### src/rtl/rc_settle_monitor.sv
// Settle monitor for an RC model output: tracks consecutive in-band samples
// around TARGET and reports settle, timeout, or a post-settle glitch.
module rc_settle_monitor #(
  parameter int unsigned WIDTH          = 25,
  parameter int          TARGET         = 1000,
  parameter int unsigned TOL            = 10,
  parameter int unsigned HOLD_CYCLES    = 16,
  parameter int unsigned TIMEOUT_CYCLES = 1024
) (
  input  logic                    clk,
  input  logic                    rst,
  input  logic                    start,
  input  logic signed [WIDTH-1:0] v_in,
  output logic                    busy,
  output logic                    settled,
  output logic                    timeout,
  output logic                    glitch,
  output logic [15:0]             settle_cycles
);

  localparam int unsigned ERR_W = WIDTH + 2;
  localparam int unsigned CNT_W = 16;

  localparam logic [CNT_W-1:0]        HOLD_C    = CNT_W'(HOLD_CYCLES);
  localparam logic [CNT_W-1:0]        TIMEOUT_C = CNT_W'(TIMEOUT_CYCLES);
  localparam logic [CNT_W-1:0]        CNT_MAX   = {CNT_W{1'b1}};
  localparam logic signed [ERR_W-1:0] TARGET_E  = ERR_W'(TARGET);
  localparam logic signed [ERR_W-1:0] TOL_E     = ERR_W'(TOL);

  typedef enum logic [1:0] {
    ST_IDLE,
    ST_TRACK,
    ST_SETTLED,
    ST_TIMEOUT
  } state_e;

  state_e           state_q, state_d;
  logic [CNT_W-1:0] elapsed_q, elapsed_d;
  logic [CNT_W-1:0] hold_q, hold_d;
  logic [CNT_W-1:0] settle_cycles_q, settle_cycles_d;
  logic             busy_q, busy_d;
  logic             settled_q, settled_d;
  logic             timeout_q, timeout_d;
  logic             glitch_q, glitch_d;

  logic signed [ERR_W-1:0] err_c;
  logic                    in_band_c;
  logic [CNT_W-1:0]        elapsed_inc_c;
  logic [CNT_W-1:0]        hold_inc_c;

  // Two guard bits keep the subtraction exact even for the most negative v_in.
  always_comb begin
    err_c     = ERR_W'(v_in) - TARGET_E;
    in_band_c = (err_c <= TOL_E) && (err_c >= -TOL_E);
  end

  always_comb begin
    elapsed_inc_c = (elapsed_q == CNT_MAX) ? elapsed_q : elapsed_q + CNT_W'(1);
    hold_inc_c    = (hold_q == CNT_MAX) ? hold_q : hold_q + CNT_W'(1);
  end

  // Next-state and counter update; a start pulse restarts from any non-TRACK state.
  always_comb begin
    state_d         = state_q;
    elapsed_d       = elapsed_q;
    hold_d          = hold_q;
    settle_cycles_d = settle_cycles_q;
    glitch_d        = glitch_q;

    case (state_q)
      ST_TRACK: begin
        elapsed_d = elapsed_inc_c;
        hold_d    = in_band_c ? hold_inc_c : '0;
        if (hold_d == HOLD_C) begin
          state_d         = ST_SETTLED;
          settle_cycles_d = elapsed_d;
        end else if (elapsed_d == TIMEOUT_C) begin
          state_d = ST_TIMEOUT;
        end
      end
      ST_SETTLED: begin
        if (!in_band_c) begin
          glitch_d = 1'b1;
        end
      end
      default: ;
    endcase

    if (start && (state_q != ST_TRACK)) begin
      state_d         = ST_TRACK;
      elapsed_d       = '0;
      hold_d          = '0;
      glitch_d        = 1'b0;
      settle_cycles_d = '0;
    end

    busy_d    = (state_d == ST_TRACK);
    settled_d = (state_d == ST_SETTLED);
    timeout_d = (state_d == ST_TIMEOUT);
  end

  always_ff @(posedge clk) begin
    if (rst) begin
      state_q         <= ST_IDLE;
      elapsed_q       <= '0;
      hold_q          <= '0;
      settle_cycles_q <= '0;
      busy_q          <= 1'b0;
      settled_q       <= 1'b0;
      timeout_q       <= 1'b0;
      glitch_q        <= 1'b0;
    end else begin
      state_q         <= state_d;
      elapsed_q       <= elapsed_d;
      hold_q          <= hold_d;
      settle_cycles_q <= settle_cycles_d;
      busy_q          <= busy_d;
      settled_q       <= settled_d;
      timeout_q       <= timeout_d;
      glitch_q        <= glitch_d;
    end
  end

  assign busy          = busy_q;
  assign settled       = settled_q;
  assign timeout       = timeout_q;
  assign glitch        = glitch_q;
  assign settle_cycles = settle_cycles_q;

endmodule

### config.mk
export PLATFORM = sky130hd
export DESIGN_NAME = rc_settle_monitor
export DESIGN_NICKNAME = d
export VERILOG_FILES = /design/src/rtl/rc_settle_monitor.sv
export SDC_FILE = /design/constraint.sdc
export NUM_CORES = 1
export LEC_CHECK = 0
export ABC_AREA = 1
export CORE_MARGIN = 4
export CORE_UTILIZATION = 50
export DETAILED_ROUTE_END_ITERATION = 10
export GPL_TIMING_DRIVEN = 0
export PLACE_DENSITY = 0.73
export SLEW_MARGIN = 0
export SYNTH_ARGS = -nofsm -noshare
export SYNTH_HDL_FRONTEND = slang
export SYNTH_SLANG_ARGS = --single-unit
### constraint.sdc
create_clock -name clk -period 4.35 [get_ports clk]
set_clock_uncertainty 0.05 [all_clocks]
set_input_delay 0.87 -clock clk [delete_from_list [all_inputs] [get_ports clk]]
set_output_delay 0.87 -clock clk [all_outputs]
set_load 0.05 [all_outputs]
Yosys cells after proc, flatten, opt, wreduce, memory -nomap -nowiden
Index checks and enable logic that the tools add are counted.

Bits in registers: 54. Bits of input ports: 28. Output and inout port bits: 20. Logic and storage cells: 36.

Add/sub/neg operators: 3. Order comparisons: 2. Eq/ne operators: 10. Mux-type cells: 7. Bitwise logic cells: 1. Reduce and logical (&&, ||, !) cells: 5.

Operators by type and width (number): $mux W16 (3); $add A16 B1 Y16 const B (2); $eq A16 B16 Y1 const B (2); $ge A26 B5 Y1 const B (1); $le A26 B5 Y1 const B (1); $sub A25 B11 Y26 const B (1); $eq A16 B11 Y1 const B (1); $eq A16 B5 Y1 const B (1); $mux W2 (4); $eq A2 B2 Y1 const B (3); $eq A2 B1 Y1 const B (2); $reduce_and A2 Y1 (2); $logic_and A1 B1 Y1 (2); $ne A2 B1 Y1 const B (1); $reduce_or A2 Y1 (1); $not A1 Y1 (1).

Logic depth before layout (Yosys ltp)
Depth after elaboration: 9. Depth in mapped cells: 24. Mapped depth without buffers: 23.

Worst setup path before layout
Ideal clock, no wire load.

Kind: input to register. Start: input v_in[3]. End: register settle_cycles_q[9] (netlist: settle_cycles[9]). Library setup time: 0.112 ns. Data arrival time: 2.822 ns. Required time: 4.188 ns. Slack: 1.367 ns. Stages on the path: 21. Path buffers: 2. Cell sequence: inv_1 -> ha_1 -> or2_2 -> nand2_1 -> nand2_1 -> nor2_1 -> nand2_1 -> nor2_1 -> nand2_1 -> nor2_2 -> nand2_2 -> nand2_4 -> nand2_2 -> nor2_2 -> nand2_2 -> nor2_4 -> nand2_4 -> buf_6 -> buf_12 -> nor2_2 -> nor2_1.

Longest elaborated chain between the ends: 6. Elaborated cells on any way between the ends: 7. Classes of those cells: add/sub: 1; order compare: 2; eq/ne: 1; mux: 1; reduce/logical: 2.

Ends and longest elaborated chain: start, declared (RTL line 13) `input logic signed [WIDTH-1:0] v_in,`; $sub A25 B11 Y26 (*) (RTL line 53) `err_c = ERR_W'(v_in) - TARGET_E;`; $le A26 B5 Y1 / $ge A26 B5 Y1 (equally long branches) (RTL line 54) `in_band_c = (err_c <= TOL_E) && (err_c >= -TOL_E);`; $logic_and A1 B1 Y1 (*) (RTL line 54); $mux W16 (*) (RTL line 73) `hold_d = in_band_c ? hold_inc_c : '0;`; $eq A16 B5 Y1 (*) (RTL line 74) `if (hold_d == HOLD_C) begin`; $reduce_and A2 Y1 (no line) (*); end signal, assigned (RTL line 116) `settle_cycles_q <= settle_cycles_d;`; end, declared (RTL line 40) `logic [CNT_W-1:0] settle_cycles_q, settle_cycles_d;`.

Every way passes the cells marked *; elsewhere a longest branch is shown, timed or not. A chain may end at the register's enable or synchronous reset.

Final worst setup path
Start: input v_in[3]. End: register timeout_q (netlist: timeout).

Longest elaborated chain between the ends: 9. Elaborated cells on any way between the ends: 10. Classes of those cells: add/sub: 1; order compare: 2; eq/ne: 2; mux: 4; reduce/logical: 1.

Ends and longest elaborated chain: $sub A25 B11 Y26 (*) (RTL line 53); $le A26 B5 Y1 / $ge A26 B5 Y1 (equally long branches) (RTL line 54); $logic_and A1 B1 Y1 (*) (RTL line 54); $mux W16 (*) (RTL line 73); $eq A16 B5 Y1 (*) (RTL line 74); $mux W2 (*) (RTL line 74); $mux W2 (*) (RTL line 70) `case (state_q)`; $mux W2 (*) (RTL line 89) `if (start && (state_q != ST_TRACK)) begin`; $eq A2 B2 Y1 (*) (RTL line 99) `timeout_d = (state_d == ST_TIMEOUT);`; end signal, assigned (RTL line 119) `timeout_q <= timeout_d;`; end, declared (RTL line 43) `logic timeout_q, timeout_d;`.

Marked as above.

==> out/results.ini <==
[clocking]
postCtsHoldBufs=0
cts_buffers=5
cts_tree=built
cts_setup_buffers=0
clkSlewWorstSetupHoldPaths_ps=100
cts_sinks=54
cts_root_buf=clkbuf_8
cts_max_path_buffers=2
ctsResizeCount=0
clock_latency_ps=320
h-tree-depth=2

[critical_path]
path_cells=clkdlybuf4s50_1, inv_1, ha_1, or2_2, nand2_1, nand2_1, nor2_1, nand2_1, nor2_1, nand2_1, nor2_2, nand2_2, nand2_4, buf_6, o21ai_2, nand2_2, nor2_4, nand2_4, buf_6, buf_12, nand3_2, nor2_2
cp_max_fo=10
critPathMostFrequentCell=nand2_1
worstSetupStartpointType=primary input
end_kind=register
cp_data_arrival_time_ps=3800
ff2ff_path_depth=13
worstReg2RegStart=hold_q[0]
slowest_delay_ps=550
crit_slowest_cell=clkdlybuf4s50_1
rr_endpoint=settle_cycles[8]
rrSetupSlack_ps=1550
crit_end=timeout
cp-startpoint=v_in[3]
path_class=in2reg
crit_required_ps=4560

[timing]
rsz0062_at_grt=false
setup_viol=0
fin_crit_ps=3589
hold_viol_final=0
clock.fmax_ghz=0.2787
tns_ps=0
worstMarginPinSlew_ps=683.9
slew_headroom_pct=54.06
slew_viol_final=0
worst_slack_ps=761.4
post-route-period-util_pct=82.50

[final_layout]
finalNetCount=779
drive_above_1_share_pct=8.289
design_area_um2=4761
final_common_cell=nand2_1
syn2layout_area_growth_pct=17.11
n_antenna_cell=0
mostFrequentLayoutCells=nand2_1 (208), nor2_1 (99), inv_1 (86)

[grt]
grt_pass1_wl_um=17220
grt_pass1_vias=3974
gr-usage-all-layers_pct=20.82
grt_max_degree=20
antenna_found_initial=0
overflow=0

[placed_design]
place_ws_ps=420.0
gp_congestion=0.9094
io_buffers=47
dp_hpwl_um=7986
dpl_cell_area_um2=4663

[status]
status=completed

[synthesis]
synth_area_um2=4065
ys.warnings.count=0
synth_area_leaders=dfxtp_1 (27%), nand2_1 (19%), nor2_1 (9.1%)
netlist_instances=693
synth_top_area_share_pct=26.59
syn-num-nets=725
yosysTopAreaCell=dfxtp_1
yosysSeqAreaShare_pct=26.59
ys_ff_latch=54
postSynthAreaPerCell_um2=5.866
synth_cell_type_count=34

[floorplanning]
die_w_um=98.17
fp-row-count=32
initial_core_util_pct=52.07
ios=48
core_area_um2=7807
die_h_um=98.17
dieArea_um2=9637

[pwr]
p_per_area_nw_per_um2=215.8
peakVddDrop_uv=138.9
power.leakage_nw=2.212

[routing]
first_iter_violations=191
wire_per_inst_um=11.93
drcViolationCount=0
ant_nets=0
drtPass1Iterations=4
vias_per_cell=5.105
vias=4339
wirelength_um=10140

[hold_path]
hp-class=reg2reg

[flow_run]
cap_violations=0

==> worst max-delay path: cells and delay by family <==
family | cells | cell delay [ps]
buffers and inverters | 5 | 1080
AND/OR/NAND/NOR | 15 | 1440
AO/OA/AOI/OAI | 1 | 70
adder cells (fa/ha/maj) | 1 | 320
==> how the worst min path moves through the flow <==
| stage | endpoint | from | slack, ps | cells after the start |
|---|---|---|---|---|
| after floorplan | hold_q[14] | hold_q[14] | 410 | 2 |
| after global placement | glitch | glitch | 400 | 1 |
| after detailed placement | glitch | glitch | 410 | 1 |
| after CTS | glitch | glitch | 430 | 1 |
| after global routing | glitch | glitch | 460 | 1 |
| final | glitch | glitch | 430 | 1 |
==> Yosys cell counts <==
library cell and number:
inv_2 5, buf_12 1, and2_1 1, a21oi_1 32, nand4_1 17, nor2_2 16
o211ai_1 2, nor3_1 11, o21ai_0 37, or2_2 3, nand2_2 9, o21ai_2 4
xnor2_1 7, nand3_1 52, mux2_2 1, buf_4 1, inv_1 86, nor2_4 5
xor2_1 9, nand2_4 3, o21bai_1 1, a21oi_2 1, nand3b_1 2, o21a_1 1
nand2_1 208, clkbuf_1 11, ha_1 4, nand3_2 1, buf_6 4, a211oi_1 3
a31oi_1 1, dfxtp_1 54, nor2_1 99, o2111ai_1 1
==> area by class of cell <==
type | count | area, µm²
Clock buffer | 5 | 68.82
Clock inverter | 3 | 28.78
Buffer | 17 | 113.9
Fill cell | 771 | 3047
Tap cell | 102 | 127.6
Multi-Input combinational cell | 531 | 2529
Inverter | 91 | 341.6
Sequential cell | 54 | 1081
Timing Repair Buffer | 47 | 470.5
==> metal layers <==
layer  up-vias  share of wire [%]  global-route usage [%]
met5         -                  0                       0
met2       105                 48                   36.23
met4         0                1.5                   5.357
met3        14                5.2                   2.929
li1       2298                  -                       -
met1      1922                 46                   27.08
==> where the power goes <==
group          switching [mW]  internal (mW)
clock network           0.187          0.120
logic                   0.119         0.0718
registers              0.0190          0.511
total                   0.324          0.703
==> cells by family (layout without fill, tap and decap cells) <==
family | count (synthesis) | after routing | synth area share, %
compound gates | 83 | 83 | 11.23
xor+xnor | 16 | 16 | 3.447
buf+inv | 108 | 163 | 11.20
simple gates | 427 | 427 | 46.01
flops | 54 | 54 | 26.59
fa+ha+maj | 4 | 4 | 1.231
mux | 1 | 1 | 0.2770
==> through the flow <==
| step | power [mW] | std cells | hold WS, ps | utilization [%] |
|---|---|---|---|---|
| after floorplan | 0.6591 | 693 | 414.2 | - |
| after global placement | 0.7250 | 842 | 400.5 | 59.73 |
| after detailed placement | 0.7295 | 842 | 410.3 | 59.73 |
| after CTS | 1.031 | 850 | 435.0 | 60.98 |
| after global routing | 1.081 | 850 | 460.3 | 60.98 |
| final | 1.027 | 850 | 433.3 | 60.98 |
==> sequential cells by signal, summed over array words and instances, names as in the netlist <==
register       cells
settle_cycles     16
glitch             1
settled            1
hold_q            16
elapsed_q         16
busy               1
state_q            2
timeout            1
Power figures use the tool's default switching activity.
